$ cat src/rtl/uart_rx_fifo.sv
// UART receiver with 16x oversampling, majority-voted bit decisions, configurable
// frame format and a first-word-fall-through frame FIFO carrying per-frame error flags.
module uart_rx_fifo #(
    parameter int CLK_HZ     = 50_000_000,
    parameter int BAUD       = 115200,
    parameter int OVERSAMPLE = 16,
    parameter int DATA_BITS  = 8,
    parameter int PARITY     = 0,
    parameter int STOP_BITS  = 1,
    parameter int FIFO_DEPTH = 8
) (
    input  logic                          clk,
    input  logic                          reset,
    input  logic                          rx,
    output logic [DATA_BITS-1:0]          rd_data,
    output logic                          rd_ferr,
    output logic                          rd_perr,
    output logic                          rd_valid,
    input  logic                          rd_ready,
    output logic [$clog2(FIFO_DEPTH):0]   fifo_count,
    output logic                          overrun,
    input  logic                          clr_overrun,
    output logic                          busy
);
    localparam int DIV = CLK_HZ / (BAUD * OVERSAMPLE);
    localparam int DW  = (DIV > 1) ? $clog2(DIV) : 1;
    localparam int TW  = $clog2(OVERSAMPLE);
    localparam int BW  = (DATA_BITS > 1) ? $clog2(DATA_BITS) : 1;
    localparam int AW  = $clog2(FIFO_DEPTH);
    localparam int CW  = AW + 1;

    localparam logic [DW-1:0] DIV_LAST = DW'(DIV - 1);
    localparam logic [TW-1:0] T_S0     = TW'(OVERSAMPLE / 2 - 1);
    localparam logic [TW-1:0] T_S1     = TW'(OVERSAMPLE / 2);
    localparam logic [TW-1:0] T_S2     = TW'(OVERSAMPLE / 2 + 1);
    localparam logic [TW-1:0] T_END    = TW'(OVERSAMPLE - 1);
    localparam logic [BW-1:0] BIT_LAST = BW'(DATA_BITS - 1);
    localparam logic          STOP_LAST = 1'(STOP_BITS - 1);
    localparam logic [CW-1:0] FULL_CNT = CW'(FIFO_DEPTH);

    typedef enum logic [2:0] {IDLE, START, DATA, PAR, STOP} state_t;

    state_t               state, state_n;
    logic                 rx_p0, rxs, rxs_d;
    logic [DW-1:0]        div_cnt;
    logic [TW-1:0]        tick_cnt;
    logic [BW-1:0]        bit_idx;
    logic                 stop_idx;
    logic                 ferr_acc, perr_acc;
    logic                 s0, s1;
    logic [DATA_BITS-1:0] shreg;
    logic                 tick, samp_a, samp_b, decide, bit_end, maj, par_bad;
    logic                 push, pop, full, accept, drop;
    logic [AW-1:0]        wr_ptr, rd_ptr;
    logic [DATA_BITS+1:0] mem [FIFO_DEPTH];

    // Stage 0/1: two-flop synchroniser plus one delayed copy for edge detection
    always_ff @(posedge clk or negedge reset) begin
        if (!reset) begin
            rx_p0 <= 1'b1;
            rxs   <= 1'b1;
            rxs_d <= 1'b1;
        end else begin
            rx_p0 <= rx;
            rxs   <= rx_p0;
            rxs_d <= rxs;
        end
    end

    assign tick    = (div_cnt == DIV_LAST);
    assign samp_a  = tick && (tick_cnt == T_S0);
    assign samp_b  = tick && (tick_cnt == T_S1);
    assign decide  = tick && (tick_cnt == T_S2);
    assign bit_end = tick && (tick_cnt == T_END);
    assign maj     = (s0 & s1) | (s0 & rxs) | (s1 & rxs);
    assign par_bad = (PARITY == 1) ? ~(^shreg ^ maj) : (^shreg ^ maj);
    assign busy    = (state != IDLE);

    always_ff @(posedge clk or negedge reset) begin
        if (!reset) state <= IDLE;
        else        state <= state_n;
    end

    always_comb begin
        state_n = state;
        push    = 1'b0;
        case (state)
            IDLE:  if (rxs_d && !rxs) state_n = START;
            START: begin
                if (decide && maj)  state_n = IDLE;
                else if (bit_end)   state_n = DATA;
            end
            DATA:  if (bit_end && bit_idx == BIT_LAST) state_n = (PARITY != 0) ? PAR : STOP;
            PAR:   if (bit_end) state_n = STOP;
            STOP: begin
                if (decide && stop_idx == STOP_LAST) begin
                    state_n = IDLE;
                    push    = 1'b1;
                end
            end
            default: state_n = IDLE;
        endcase
    end

    // Bit timing restarts from zero whenever the receiver sits in IDLE
    always_ff @(posedge clk or negedge reset) begin
        if (!reset) begin
            div_cnt  <= '0;
            tick_cnt <= '0;
            bit_idx  <= '0;
            stop_idx <= 1'b0;
            ferr_acc <= 1'b0;
            perr_acc <= 1'b0;
        end else if (state == IDLE) begin
            div_cnt  <= '0;
            tick_cnt <= '0;
            bit_idx  <= '0;
            stop_idx <= 1'b0;
            ferr_acc <= 1'b0;
            perr_acc <= 1'b0;
        end else begin
            div_cnt <= tick ? '0 : div_cnt + 1'b1;
            if (tick) tick_cnt <= (tick_cnt == T_END) ? '0 : tick_cnt + 1'b1;
            if (state == DATA && bit_end && bit_idx != BIT_LAST) bit_idx <= bit_idx + 1'b1;
            if (state == PAR && decide) perr_acc <= par_bad;
            if (state == STOP && decide && !maj) ferr_acc <= 1'b1;
            if (state == STOP && bit_end) stop_idx <= 1'b1;
        end
    end

    always_ff @(posedge clk) begin
        if (samp_a) s0 <= rxs;
        if (samp_b) s1 <= rxs;
        if (state == DATA && decide) shreg <= {maj, shreg[DATA_BITS-1:1]};
    end

    // A full FIFO still accepts a frame when the head is popped on the same edge
    assign pop      = rd_valid && rd_ready;
    assign full     = (fifo_count == FULL_CNT);
    assign accept   = push && (!full || pop);
    assign drop     = push && full && !pop;
    assign rd_valid = (fifo_count != '0);
    assign {rd_perr, rd_ferr, rd_data} = rd_valid ? mem[rd_ptr] : '0;

    always_ff @(posedge clk) begin
        if (accept) mem[wr_ptr] <= {perr_acc, ferr_acc | ~maj, shreg};
    end

    always_ff @(posedge clk or negedge reset) begin
        if (!reset) begin
            wr_ptr     <= '0;
            rd_ptr     <= '0;
            fifo_count <= '0;
            overrun    <= 1'b0;
        end else begin
            if (accept) wr_ptr <= wr_ptr + 1'b1;
            if (pop)    rd_ptr <= rd_ptr + 1'b1;
            case ({accept, pop})
                2'b10:   fifo_count <= fifo_count + 1'b1;
                2'b01:   fifo_count <= fifo_count - 1'b1;
                default: fifo_count <= fifo_count;
            endcase
            if (drop)             overrun <= 1'b1;
            else if (clr_overrun) overrun <= 1'b0;
        end
    end
endmodule

$ cat config.mk
export PLATFORM = sky130hd
export DESIGN_NAME = uart_rx_fifo
export DESIGN_NICKNAME = d
export VERILOG_FILES = /design/src/rtl/uart_rx_fifo.sv
export SDC_FILE = /design/constraint.sdc
export NUM_CORES = 1
export LEC_CHECK = 0
export ABC_AREA = 1
export BUFFER_PORTS_ARGS = -buffer_cell sky130_fd_sc_hd__buf_2
export CAP_MARGIN = 20
export CORE_MARGIN = 2
export CORE_UTILIZATION = 45
export CTS_CLUSTER_DIAMETER = 120
export CTS_CLUSTER_SIZE = 12
export DETAILED_ROUTE_END_ITERATION = 16
export SKIP_LAST_GASP = 1
export SLEW_MARGIN = 30
export SYNTH_ARGS = -nofsm -noshare
export SYNTH_HDL_FRONTEND = slang
export SYNTH_SLANG_ARGS = --single-unit
$ cat constraint.sdc
create_clock -name clk -period 2.1 [get_ports clk]
set_input_delay 0.105 -clock clk [delete_from_list [all_inputs] [get_ports clk]]
set_output_delay 0.105 -clock clk [all_outputs]
set_load 0.02 [all_outputs]
## Yosys cells after proc, flatten, opt, wreduce, memory -nomap -nowiden

Memory sizes are Yosys's and may differ from the RTL's.
Cells that the tools add are included.

- Register bits: 42
- Latch bits: 0
- Bits in writable memories: 80
- Bits in read-only memories: 0
- Input bits: 5
- Output and inout bits: 17
- Logic and storage cells: 117
- Memories: 1

- $add $sub $neg: 7
- Multiply operators: 0
- Div/mod/pow operators: 0
- Magnitude comparators: 0
- Eq/ne operators: 19
- Shift operators: 0
- Mux-type cells: 28
- Bitwise gates (word level): 9
- Reduce and logical (&&, ||, !) cells: 36

Memories:

| memory | words | bits a word | read ports | clocked after memory_dff | write ports | RTL line | source |
|---|---|---|---|---|---|---|---|
| mem | 8 | 10 | 1 | 0 | 1 | 55 | `logic [DATA_BITS+1:0] mem [FIFO_DEPTH];` |

Operators by type and width:

| cell | count |
|---|---|
| $mux W3 | 8 |
| $logic_and A1 B1 Y1 | 19 |
| $eq A4 B4 Y1 const B | 4 |
| $pmux W3 S5 | 1 |
| $reduce_bool A2 Y1 | 7 |
| $mux W1 | 12 |
| $mux W4 | 3 |
| $mux W10 | 1 |
| $mux W5 | 2 |
| $add A3 B1 Y3 const B | 3 |
| $add A4 B1 Y4 const B | 2 |
| $ne A2 B2 Y1 const B | 4 |
| $pmux W4 S2 | 1 |
| $reduce_xor A8 Y1 | 1 |
| $eq A3 B2 Y1 const B | 2 |
| $eq A3 B3 Y1 const B | 2 |
| $ne A3 B3 Y1 const B | 2 |
| $add A5 B1 Y5 const B | 1 |
| $eq A5 B5 Y1 const B | 1 |
| $reduce_and A5 Y1 | 1 |
| $eq A4 B3 Y1 const B | 1 |
| $logic_not A1 Y1 | 4 |
| $reduce_bool A4 Y1 | 1 |
| $sub A4 B1 Y4 const B | 1 |
| other kinds (10) | 15 |

## Depth between registers and ports, before layout

- Depth after elaboration: 8
- Mapped depth: 14
- Mapped depth without buffers: 14

## Worst setup path before layout

No wires, ideal clock.

- Path kind: register to register
- Start: register div_cnt[0]
- End: register fifo_count[2]
- Setup time: 127 ps
- Data arrival time: 2149 ps
- Data required time: 1973 ps
- Slack: -176 ps
- Stages on the path, launching flop included: 14
- Buffers on the path: 0
- Clock period less this slack: 2276 ps
- Cells stage by stage: dfrtp_1 inv_1 ha_1 nand2_1 nor2_8 nand2_4 nor2_8 nand3_4 ha_1 xor2_1 ha_1 a21oi_1 xor2_1 o21ai_0

- Cells in the longest elaborated chain, start to end: 8
- Elaborated cells between the ends (all ways): 10
- Classes of those cells: eq/ne (3); mux (3); reduce/logical (4)

Ends and longest elaborated chain:

| item | RTL line | source |
|---|---|---|
| start, declared | 45 | `logic [DW-1:0] div_cnt;` |
| start signal, assigned | 122 | `div_cnt <= tick ? '0 : div_cnt + 1'b1;` |
| $eq A5 B5 Y1 * | 70 | `assign tick = (div_cnt == DIV_LAST);` |
| $logic_and A1 B1 Y1 * | 73 | `assign decide = tick && (tick_cnt == T_S2);` |
| $logic_and A1 B1 Y1 * | 96 | `if (decide && stop_idx == STOP_LAST) begin` |
| $mux W1 * | 96 |  |
| $mux W1 * | 87 | `case (state)` |
| $logic_and A1 B1 Y1 * | 140 | `assign accept = push && (!full \|\| pop);` |
| $eq A2 B1 Y1 or $eq A2 B2 Y1 (tied branches) | 158 | `case ({accept, pop})` |
| $pmux W4 S2 or $reduce_bool A2 Y1 (tied branches) | - |  |
| end signal, assigned | 159 | `2'b10: fifo_count <= fifo_count + 1'b1;` |
| end signal, assigned | 160 | `2'b01: fifo_count <= fifo_count - 1'b1;` |
| end signal, assigned | 161 | `default: fifo_count <= fifo_count;` |
| end, declared | 20 | `output logic [$clog2(FIFO_DEPTH):0] fifo_count,` |

Mark *: on every way between the ends. The rest lies on a longest branch, timed or not.
A chain may end at the register's enable or synchronous reset.

## Worst setup path in the final report

Ends and elaborated chain as after synthesis.

==> results.md <==
- Layout cell share with drive strength beyond 1: 19.8%
- Final hold vios: 0
- Worst hold path endpoint: rd_ptr[0]
- Final nets: 565
- Syn_nets: 507
- Clock tree root buffer cell: clkbuf_16
- Dpl hpwl: 7070 um
- Vias in the first global route: 3,590
- R2r endpoint: fifo_count[2]
- CP max stage cell: dfrtp_1
- First-pass GRT wire length: 17,500 um
- Layout Area Growth over Synthesis: 20.6%
- WS Path Type: reg -> reg
- Largest net degree at the start of global routing: 43
- Max stage delay on crit path: 0.37 ns
- Critical path's most frequent cell: nor2_8
- Grt ovf: 0
- Max cap viols: 0
- Buffers on Ports: 21
- Cells along the critical path: inv_1 > ha_1 > nand2_2 > nor2_8 > nand2_4 > nor2_8 > nand3_4 > ha_4 > xor2_2 > ha_2 > a21oi_2 > xor2_1 > o21ai_1
- Number of synthesis warnings: 0
- Flops & latches, synth: 122
- Status: complete, no violations
- Commonest non-fill, non-tap cell in the layout: edfxtp_1
- DRC: 0
- Yosys top cell area share: 50.2%
- H-tree depth: 4
- Die X: 113 um
- Core area: 0.0116 mm2
- Tot GR Track Use: 17.7%
- Vias per cell: 5.10
- Boundary Pins: 22
- Most frequent cells in the layout: 90 x edfxtp_1, 76 x nor2_1, 73 x nand2_1
- First-pass iteration count of the detailed router: 4
- Area contributors post-synth: edfxtp_1 50%, dfrtp_1 13%, nor2_1 5.5%
- Number of nets still failing antenna checks after routing: 0
- Final setup vio count: 0
- Total CTS buffers: 17
- Final Max Tran Viols: 0
- R2r setup slk: 0.03 ns
- Vias: 3,589
- Total negative slack: 0 ns
- Initial Utilization: 46.6%
- Power per cell area: 1240 mW/mm2
- Die H: 113 um
- Slew at the pin closest to its max-slew limit: 0.748 ns
- Worst hold slack: 0.0235 ns
- CTS tree: done
- Critical path endpoint category: flop
- Reg clk slew, reported paths: 0.06 ns
- Sequential share of the synthesized area: 65.1%
- Cell leakage power: 2.69 nW
- Clock Sink Count: 122
- Min-delay worst type: in -> reg
- Layout Skew: 0.00639 ns
- Total wire length after detailed routing: 10,600 um
- Initial drt markers: 191
- Die area: 0.0129 mm2
- Largest area contributor in the netlist: edfxtp_1
- Max VDD drop: 0.000688 V
- Pre-CTS WS: -0.0329 ns
- Startpoint types: flop
- Post-route cell area: 0.00649 mm2
- Cell count after synthesis: 490
- Worst Min Path Start: rd_ready
- Syn Area/Cell: 11.0 um2
- Synth Cell Area: 0.00538 mm2
- F_max: 483 MHz
- Per-cell routed wire length: 15.0 um
- Post-route setup slack: 0.0300 ns
- Clock Latency Late Sink: 0.41 ns
- Min Tclk post-route: 2.07 ns
- Row cnt: 39
- Cells on Worst Hold Path: 3
- R2r startpoint: div_cnt[0]
- Area post-placement: 0.00585 mm2
- Worst R2R Path Depth: 13
- Antenna violations before repair: 0
- Clock Path Buffers: 2
- Placer Congestion: 0.844
- RSZ-0062 raised after global routing: true
- Worst Path Required: 2.39 ns
- Worst slew margin: 50.1%
- Crit path max fanout: 3
- Synth cell types: 28
- Inserted Diodes: 0
- Critical Path AT: 2.36 ns
- Fraction of the cycle the final worst path needs: 98.6%
## what timing repair did
action,4_1_cts,5_1_grt
setup buffers,2,3
resized for setup,1,16
endpoints found under the hold margin,31,0
pin swaps,0,6
cloned,0,1
hold buffers,3,0
endpoints found under the setup margin,1,40
## cells in the mapped netlist (all sizes together)
cell,n
edfxtp,90
nand3,17
dfrtp,29
nand4,6
ha,12
clkbuf,9
buf,5
o22ai,13
a22oi,1
xor2,8
xnor2,4
inv,46
nand2,78
mux2i,10
a21oi,5
nor2,84
nor3,9
dfstp,3
o21ai,61
## worst max-delay path by stage
stage / cells past startpoint / startpoint / endpoint / slack, ns
2_1_floorplan: 13 / div_cnt[0] / fifo_count[2] / -0.03
3_3_place_gp: 13 / tick_cnt[1] / fifo_count[2] / 0.08
3_5_place_dp: 13 / tick_cnt[1] / fifo_count[2] / -0.03
4_1_cts: 13 / tick_cnt[1] / fifo_count[2] / 0.004
5_1_grt: 13 / div_cnt[0] / fifo_count[2] / -0.1
6_report: 13 / div_cnt[0] / fifo_count[2] / 0.03
## cell families (layout without fill, tap and decap cells)
family | count (synthesis) | after routing | synth area share (%)
xor+xnor | 12 | 12 | 1.95
fa+ha+maj | 12 | 12 | 2.79
mux | 10 | 10 | 1.86
simple gates | 194 | 194 | 16.2
flops | 122 | 122 | 65.1
compound gates | 80 | 80 | 7.79
buf+inv | 60 | 131 | 4.30
## registers in the layout (all words and copies together) (netlist names), 3 cells and up
name,flops
bit_idx,3
tick_cnt,4
div_cnt,5
wr_ptr,3
rd_ptr,3
mem,80
fifo_count,4
shreg,8
state,3
## final cells by class
cell class | count | area, um2
inverter | 46 | 175
clock buffer | 17 | 425
fill | 954 | 5070
multi-input combinational | 308 | 1690
tap | 143 | 179
timing repair buffer | 53 | 409
sequential | 122 | 3510
clock inverter | 15 | 104
## worst max-delay path: cells and delay by family, from the launching register on
kind	cells	cell delay, ns
XOR/XNOR	2	0.34
buffers and inverters	1	0.06
AND/OR/NAND/NOR	5	0.44
flip-flops	1	0.37
adder cells (fa/ha/maj)	3	0.52
AO/OA/AOI/OAI	2	0.21
## report_power, final
| part | internal [W] | total [W] | switching [W] |
|---|---|---|---|
| Clock | 0.00150 | 0.00253 | 0.00103 |
| Sequential | 0.00270 | 0.00288 | 0.000176 |
| Combinational | 0.000953 | 0.00263 | 0.00168 |
## through the flow
stage               instances  utilization (%)  total power, W
floorplan                 490                -         0.00469
CTS                       700             55.5         0.00808
detailed placement        663             50.6         0.00551
finish                    704             56.2         0.00804
global route              704             56.2         0.00854
global placement          663             50.6         0.00546
## metal layers
metal	part of all wire, %	global-route usage [%]	wire length, um
met5	0	0	0
met4	1.4	6.99	143
met3	2.7	4.57	282
met2	51	29.5	5350
met1	45	22.2	4800
No activity file was read; power rests on OpenSTA's default activity.
